==> config.mk <==
export PLATFORM = sky130hd
export DESIGN_NAME = adc_burst_framer
export DESIGN_NICKNAME = d
export VERILOG_FILES = /design/src/rtl/adc_framer_pkg.sv /design/src/rtl/adc_burst_framer.sv
export SDC_FILE = /design/constraint.sdc
export NUM_CORES = 1
export LEC_CHECK = 0
export ABC_AREA = 1
export CAP_MARGIN = 20
export CORE_MARGIN = 2
export CORE_UTILIZATION = 48
export DETAILED_ROUTE_END_ITERATION = 6
export PLACE_DENSITY = 0.8
export SYNTH_ARGS = -nofsm -noshare
export SYNTH_HDL_FRONTEND = slang
export SYNTH_SLANG_ARGS = --single-unit
==> constraint.sdc <==
create_clock -name clk -period 3.2 [get_ports clk]
set_clock_uncertainty 0.15 [all_clocks]
set_input_delay 0.64 -clock clk [delete_from_list [all_inputs] [get_ports clk]]
set_output_delay 0.64 -clock clk [all_outputs]
set_load 0.05 [all_outputs]
==> src/rtl/adc_framer_pkg.sv <==
// Shared types and helpers for the ADC burst framer: header magic,
// state encoding and header word construction.
package adc_framer_pkg;

  localparam logic [7:0] HDR_MAGIC = 8'hA5;

  typedef enum logic [1:0] {
    IDLE  = 2'd0,
    READ  = 2'd1,
    DRAIN = 2'd2
  } framer_state_e;

  function automatic logic [31:0] build_header(input logic [7:0]  frame_idx,
                                               input logic [15:0] burst_idx);
    return {HDR_MAGIC, frame_idx, burst_idx};
  endfunction

endpackage

==> src/rtl/adc_burst_framer.sv <==
// Pulls fixed-length bursts of ADC word pairs from the capture FIFO and
// emits them downstream as a contiguous header-prefixed stream.
module adc_burst_framer
  import adc_framer_pkg::*;
#(
  parameter int BURST_LEN = 256,
  parameter int CNT_W     = 16
) (
  input  logic             clk,
  input  logic             rst,
  input  logic             enable,
  input  logic [15:0]      frame_bursts,
  output logic             fifo_rd_en,
  input  logic [31:0]      fifo_dout,
  input  logic             fifo_valid,
  input  logic [CNT_W-1:0] fifo_count,
  input  logic [CNT_W-1:0] sink_space,
  output logic [31:0]      out_data,
  output logic             out_valid,
  output logic             out_hdr,
  output logic             frame_done,
  output logic             busy,
  output logic             err_underflow
);

  localparam int RC_W = $clog2(BURST_LEN);
  localparam logic [RC_W-1:0]  LAST_RD   = RC_W'(BURST_LEN - 1);
  localparam logic [CNT_W:0]   FIFO_NEED = (CNT_W + 1)'(BURST_LEN);
  localparam logic [CNT_W:0]   SINK_NEED = (CNT_W + 1)'(BURST_LEN + 1);

  framer_state_e   state_q, state_d;
  logic [RC_W-1:0] rd_cnt_q, rd_cnt_d;
  logic            expected_q;
  logic [31:0]     out_data_q, out_data_d;
  logic            out_valid_q, out_valid_d;
  logic            out_hdr_q, out_hdr_d;
  logic [15:0]     burst_idx_q, burst_idx_d;
  logic [7:0]      frame_idx_q, frame_idx_d;
  logic            frame_wrap_q, frame_wrap_d;
  logic            frame_done_q;
  logic            err_q, err_d;

  logic            start_ok;
  logic            hdr_load;
  logic [15:0]     last_burst;

  assign start_ok   = enable
                    && ({1'b0, fifo_count} >= FIFO_NEED)
                    && ({1'b0, sink_space} >= SINK_NEED);
  assign last_burst = (frame_bursts == 16'd0) ? 16'd0 : frame_bursts - 16'd1;
  // First READ cycle: no read is in flight yet, so the output slot is free for the header.
  assign hdr_load   = (state_q == READ) && (rd_cnt_q == '0);

  always_comb begin
    state_d      = state_q;
    rd_cnt_d     = rd_cnt_q;
    burst_idx_d  = burst_idx_q;
    frame_idx_d  = frame_idx_q;
    frame_wrap_d = 1'b0;
    unique case (state_q)
      IDLE: begin
        if (start_ok) begin
          state_d  = READ;
          rd_cnt_d = '0;
        end
      end
      READ: begin
        if (rd_cnt_q == LAST_RD) begin
          state_d = DRAIN;
        end else begin
          rd_cnt_d = rd_cnt_q + RC_W'(1);
        end
      end
      DRAIN: begin
        state_d = IDLE;
        if (burst_idx_q == last_burst) begin
          burst_idx_d  = 16'd0;
          frame_idx_d  = frame_idx_q + 8'd1;
          frame_wrap_d = 1'b1;
        end else begin
          burst_idx_d = burst_idx_q + 16'd1;
        end
      end
      default: state_d = IDLE;
    endcase
  end

  always_comb begin
    out_hdr_d   = hdr_load;
    out_valid_d = hdr_load | (expected_q & fifo_valid);
    out_data_d  = hdr_load ? build_header(frame_idx_q, burst_idx_q) : fifo_dout;
    err_d       = err_q | (expected_q & ~fifo_valid);
  end

  always_ff @(posedge clk or posedge rst) begin
    if (rst) begin
      state_q      <= IDLE;
      rd_cnt_q     <= '0;
      expected_q   <= 1'b0;
      out_data_q   <= 32'd0;
      out_valid_q  <= 1'b0;
      out_hdr_q    <= 1'b0;
      burst_idx_q  <= 16'd0;
      frame_idx_q  <= 8'd0;
      frame_wrap_q <= 1'b0;
      frame_done_q <= 1'b0;
      err_q        <= 1'b0;
    end else begin
      state_q      <= state_d;
      rd_cnt_q     <= rd_cnt_d;
      expected_q   <= fifo_rd_en;
      out_data_q   <= out_data_d;
      out_valid_q  <= out_valid_d;
      out_hdr_q    <= out_hdr_d;
      burst_idx_q  <= burst_idx_d;
      frame_idx_q  <= frame_idx_d;
      // Delayed one extra cycle so the pulse lands after the last data word leaves.
      frame_wrap_q <= frame_wrap_d;
      frame_done_q <= frame_wrap_q;
      err_q        <= err_d;
    end
  end

  assign fifo_rd_en    = (state_q == READ);
  assign busy          = (state_q != IDLE);
  assign out_data      = out_data_q;
  assign out_valid     = out_valid_q;
  assign out_hdr       = out_hdr_q;
  assign frame_done    = frame_done_q;
  assign err_underflow = err_q;

endmodule

Word-level counts from Yosys, hierarchy flattened
Cells that the tools add are included.
- equality and inequality tests: 7
- order comparisons: 2
- reduce and logical (&&, ||, !) cells: 11
- add/subtract/negate cells: 4
- mux-type cells: 11
- bitwise gates (word level): 5
- operators with widths (cell ; number):
    16-bit by 9-bit greater-or-equal comparator with 1-bit output (second input constant) ; 2
    16-bit 2-to-1 mux ; 2
    32-bit 2-to-1 mux ; 1
    16-bit by 1-bit adder with 16-bit output (second input constant) ; 1
    8-bit by 1-bit adder with 8-bit output (second input constant) ; 2
    16-bit equality test ; 1
    16-bit logical NOT ; 1
    8-bit 2-to-1 mux ; 2
    8-bit one-hot mux with 2 select lines ; 1
    16-bit by 1-bit subtractor with 16-bit output (second input constant) ; 1
    8-bit equality test (second input constant) ; 1
    8-bit logical NOT ; 1
    2-bit 2-to-1 mux ; 2
    2-bit != test (second input constant) ; 2
    2-bit one-hot mux with 2 select lines ; 1
    2-bit AND reduction ; 2
    2-bit nonzero test ; 2
    1-bit logical AND ; 3
    3-bit AND reduction ; 1
    1-bit AND ; 2
    2-bit by 1-bit equality test with 1-bit output (second input constant) ; 1
    2-bit equality test (second input constant) ; 1
    2-bit logical NOT ; 1
    1-bit 2-to-1 mux ; 2
    3 further kinds ; 4
- input bits: 84
- output and inout bits: 38
- bits in registers: 72

Logic depth before layout (Yosys ltp)
- word-level depth: 5
- gate-level depth with buffers: 16

Least setup slack after synthesis
OpenSTA, ideal clock, no wires.
- kind: in2reg
- start: input frame_bursts[0]
- end: register burst_idx_q[0]
- required time: 2932 ps
- data arrival time: 2311 ps
- buffers on the path: 2
- library setup time: 118 ps
- cell stages on the path: 15
- slack: 622 ps
- cells stage by stage: inv_1 ha_1 nand2_4 nor2_4 nand2_4 buf_6 nand3_2 nand2_1 nor2_2 nand3b_4 nor2_8 nand2_4 buf_6 nand3_2 nand2_1
- word-level cells in the longest chain between the ends: 4
- elaborated cells between the ends (all ways): 5
- RTL lines (item ; RTL line ; RTL):
    start, declared ; adc_burst_framer.sv:12 ; input logic [15:0] frame_bursts,
    16-bit by 1-bit subtractor with 16-bit output / 16-bit logical NOT (equally long branches) ; adc_burst_framer.sv:50 ; assign last_burst = (frame_bursts == 16'd0) ? 16'd0 : frame_bursts - 16'd1;
    16-bit 2-to-1 mux (*) ; adc_burst_framer.sv:50 ;
    16-bit equality test (*) ; adc_burst_framer.sv:76 ; if (burst_idx_q == last_burst) begin
    16-bit 2-to-1 mux (*) ; adc_burst_framer.sv:76 ;
    end signal, assigned ; adc_burst_framer.sv:115 ; burst_idx_q <= burst_idx_d;
    end, declared ; adc_burst_framer.sv:37 ; logic [15:0] burst_idx_q, burst_idx_d;
Mark *: on every way between the ends. The rest lies on a longest branch, timed or not.
A chain may end at the register's enable or synchronous reset.

Worst setup path in the final report
- start: input frame_bursts[1]
- end: register frame_idx_q[1]
- word-level cells in the longest chain between the ends: 4
- elaborated cells between the ends (all ways): 5
- RTL lines (item ; RTL line ; RTL):
    16-bit by 1-bit subtractor with 16-bit output / 16-bit logical NOT (equally long branches) ; adc_burst_framer.sv:50 ;
    16-bit 2-to-1 mux (*) ; adc_burst_framer.sv:50 ;
    16-bit equality test (*) ; adc_burst_framer.sv:76 ;
    2-bit AND reduction (no source line) (*) ; - ;
    end signal, assigned ; adc_burst_framer.sv:116 ; frame_idx_q <= frame_idx_d;
    end, declared ; adc_burst_framer.sv:38 ; logic [7:0] frame_idx_q, frame_idx_d;
Marked as above.

==> flow_summary.ini <==
[run]
max-cap-violations = 0

[grt]
use_met2 = 0.385
grt_pass1_wl_um = 17700
grt_usage = 0.222
antenna_found_initial = 0
grt_pass1_vias = 4045
grt_max_degree = 50
grt.overflow.total = 0
gr-usage-met3 = 0.0418
gr-usage-met1 = 0.274
gr-max-usage-layer = met2

[timing]
layout_min_cycle_time_ps = 2790
tightest_slew_ps = 553
finalSetupViolCount = 0
tns_ps = 0
rsz0062_at_grt = no
clock.fmax_ghz = 0.358
hold_viol = 0
timing.final.max_slew_violations = 0
slew_headroom = 0.628
period_share = 0.872

[worst_setup_path]
slowest_stage = clkdlybuf4s50_1
start_kind = input port
critPathTopFamily = simple AND/OR/NAND/NOR gates
crit_path_end_kind = register
cpMostUsedCell = nand2_1
crit_arrival_ps = 2890
critPathKind = in -> reg
cp_num_buf_inv = 2
crit_chain = clkdlybuf4s50_1, inv_1, ha_1, nand2_4, nor2_4, nand2_4, nand3_1, nand2_1, nand2_1, nor2_1, nand2_1, nor2_8, nand3_2, nand2_1, nand2_1
cp_max_fo = 32
required_ps = 3290
slowest_delay_ps = 480

[yosys]
ys_warn_count = 0
synth_edf_count = 0
ys_seq_area_frac = 0.420
ys_ff_latch = 72
netlist_area_sq_um = 4290
synth_fp_nets = 665
syn_inst = 576
syn_area_per_cell_sq_um = 7.45
synth_cell_types = 29
synthFlopType = dfrtp_1
postSynth.asyncResetShare = 1.00

[routing]
vias = 4173
first_iter_violations = 297
route.antenna.remaining_nets = 0
avgRoutedWirePerCell_um = 13.0
drc = 0
via_per_inst = 5.18
drt_wl_total_um = 10500
dr.pass1.iters = 6

[clocking]
cts_resized = 0
path_clk_slew_ps = 80
cts_tree = yes
cts.sinks = 72
clock_path_buffers = 2
post-cts-setup-buffer-count = 0
cts-root-buf = clkbuf_8
htree_num_levels = 3
clkLatencyLatePin_ps = 350
hold_buffers = 0
tritoncts.num_buffers = 9

[die]
rows = 34
top_level_ports = 122
die_w_um = 98.6
coreArea_sq_um = 8680
start_util = 0.495
dieArea_sq_um = 9720
die_h_um = 98.6

[power]
cellPowerDensity_nw_per_um2 = 458
pwr-share-clk = 0.296
peakVddDrop_uv = 240
p_leak_nw = 3.08
switching_power_w = 0.000888
switching_share = 0.336
combPwrFrac = 0.300
p_int_w = 0.00175
sequentialPowerShare = 0.404

[finish]
regArea_sq_um = 1800
final_nets = 783
n_fill_cell = 721
multi_input_area_sq_um = 2140
area_growth_syn_to_layout_pct = 34.3
drive_above_1_share = 0.0788
antenna_cells = 0
postLayoutCoreUtil = 0.664

[outcome]
status = complete, no violations

[placement]
globalplace.congestion = 0.935
dp_hpwl_um = 7970
io_buffers = 113

[worst_hold_path]
hp-class = reg -> reg
==> per-layer routing <==
metal	wire (um)	up-vias
li1	-	2067
met1	4290	1915
met2	5240	165
met3	726	26
met4	246	0
met5	0	-
==> stage by stage <==
stage / cells / hold WS, ps / setup WS, ps / total power (W) / cell area (sq um)
after global placement: 791 / 183 / 133 / 0.00184 / 5550
after CTS: 806 / 223 / 425 / 0.00265 / 5760
after global routing: 806 / 226 / 230 / 0.00278 / 5760
final: 806 / 222 / 408 / 0.00264 / 5760
after floorplan: 576 / 181 / 585 / 0.00159 / 4290
after detailed placement: 791 / 190 / 73.4 / 0.00187 / 5550
==> cell type report <==
type	instances	share of cell area
clock buffer	9	0.0215
clock inverter	6	0.0161
inverter	74	0.0482
multi-input combinational	417	0.371
sequential	72	0.313
tap	108	0.0234
timing repair buffer	120	0.208
==> logic make-up (layout without fill, tap and decap cells) <==
| kind of cell | count (synthesis) | after routing | synth area share |
|---|---|---|---|
| simple gates | 348 | 348 | 0.385 |
| fa+ha+maj | 5 | 5 | 0.0146 |
| compound gates | 40 | 40 | 0.0490 |
| buf+inv | 87 | 209 | 0.0825 |
| flops | 72 | 72 | 0.420 |
| xor+xnor | 24 | 24 | 0.0490 |
==> cell usage after synthesis, types with 4 or more instances <==
cell type	instances	area (sq um)
clkbuf_1	8	30.0
ha_1	5	62.6
nand4_1	29	181
nor2_1	54	203
or2_2	4	25.0
nor2_2	5	31.3
nor3_1	10	50.1
nand2_1	176	661
inv_1	73	274
nand3_2	12	120
a21oi_1	6	30.0
o21ai_0	30	150
dfrtp_1	72	1800
xor2_1	24	210
nand3_1	42	210
==> flip-flops by register name, indices dropped and copies added, names as in the netlist, 2 cells and up <==
signal	cells
out_data	32
state_q	2
burst_idx_q	16
rd_cnt_q	8
frame_idx_q	8
==> final timing paths <==
check	slack, ps	cells after the start	end	from
worst max-delay path	410	15	frame_idx_q[1]	frame_bursts[1]
worst min-delay path	220	0	frame_done	frame_wrap_q
worst max register to register	1050	8	out_data[31]	rd_cnt_q[0]
worst min register to register	220	0	frame_done	frame_wrap_q
max in group asynchronous	1790	3	burst_idx_q[11]	rst
min in group asynchronous	480	2	state_q[1]	rst
==> power groups by stage <==
stage / clock network (W) / registers, W / logic [W]
floorplan: 0 / 0.00122 / 0.000366
global placement: 0 / 0.00108 / 0.000765
detailed placement: 0 / 0.00108 / 0.000788
CTS: 0.000792 / 0.00107 / 0.000795
global route: 0.000832 / 0.00108 / 0.000871
finish: 0.000781 / 0.00107 / 0.000792
==> layout by cell type (no fill, tap or decap) <==
cell,instances
nand2_1,176
clkdlybuf4s50_1,113
inv_1,72
dfrtp_1,72
nor2_1,54
nand3_1,42
o21ai_0,30
nand4_1,29
xor2_1,24
nand3_2,12
nor3_1,10
clkbuf_8,9
a21oi_1,6
buf_4,6
nor2_2,5
ha_1,5
or2_2,4
o21bai_1,3
nor2_4,3
nand2_4,3
nor4_1,3
nand2_2,2
nor2_8,2
bufinv_16,2
clkinvlp_4,2
nand3b_1,1
and2_1,1
clkinv_1,1
nand3b_4,1
inv_2,1
o31ai_1,1
inv_6,1
clkinv_4,1
buf_12,1
No activity file was read; power rests on OpenSTA's default activity.
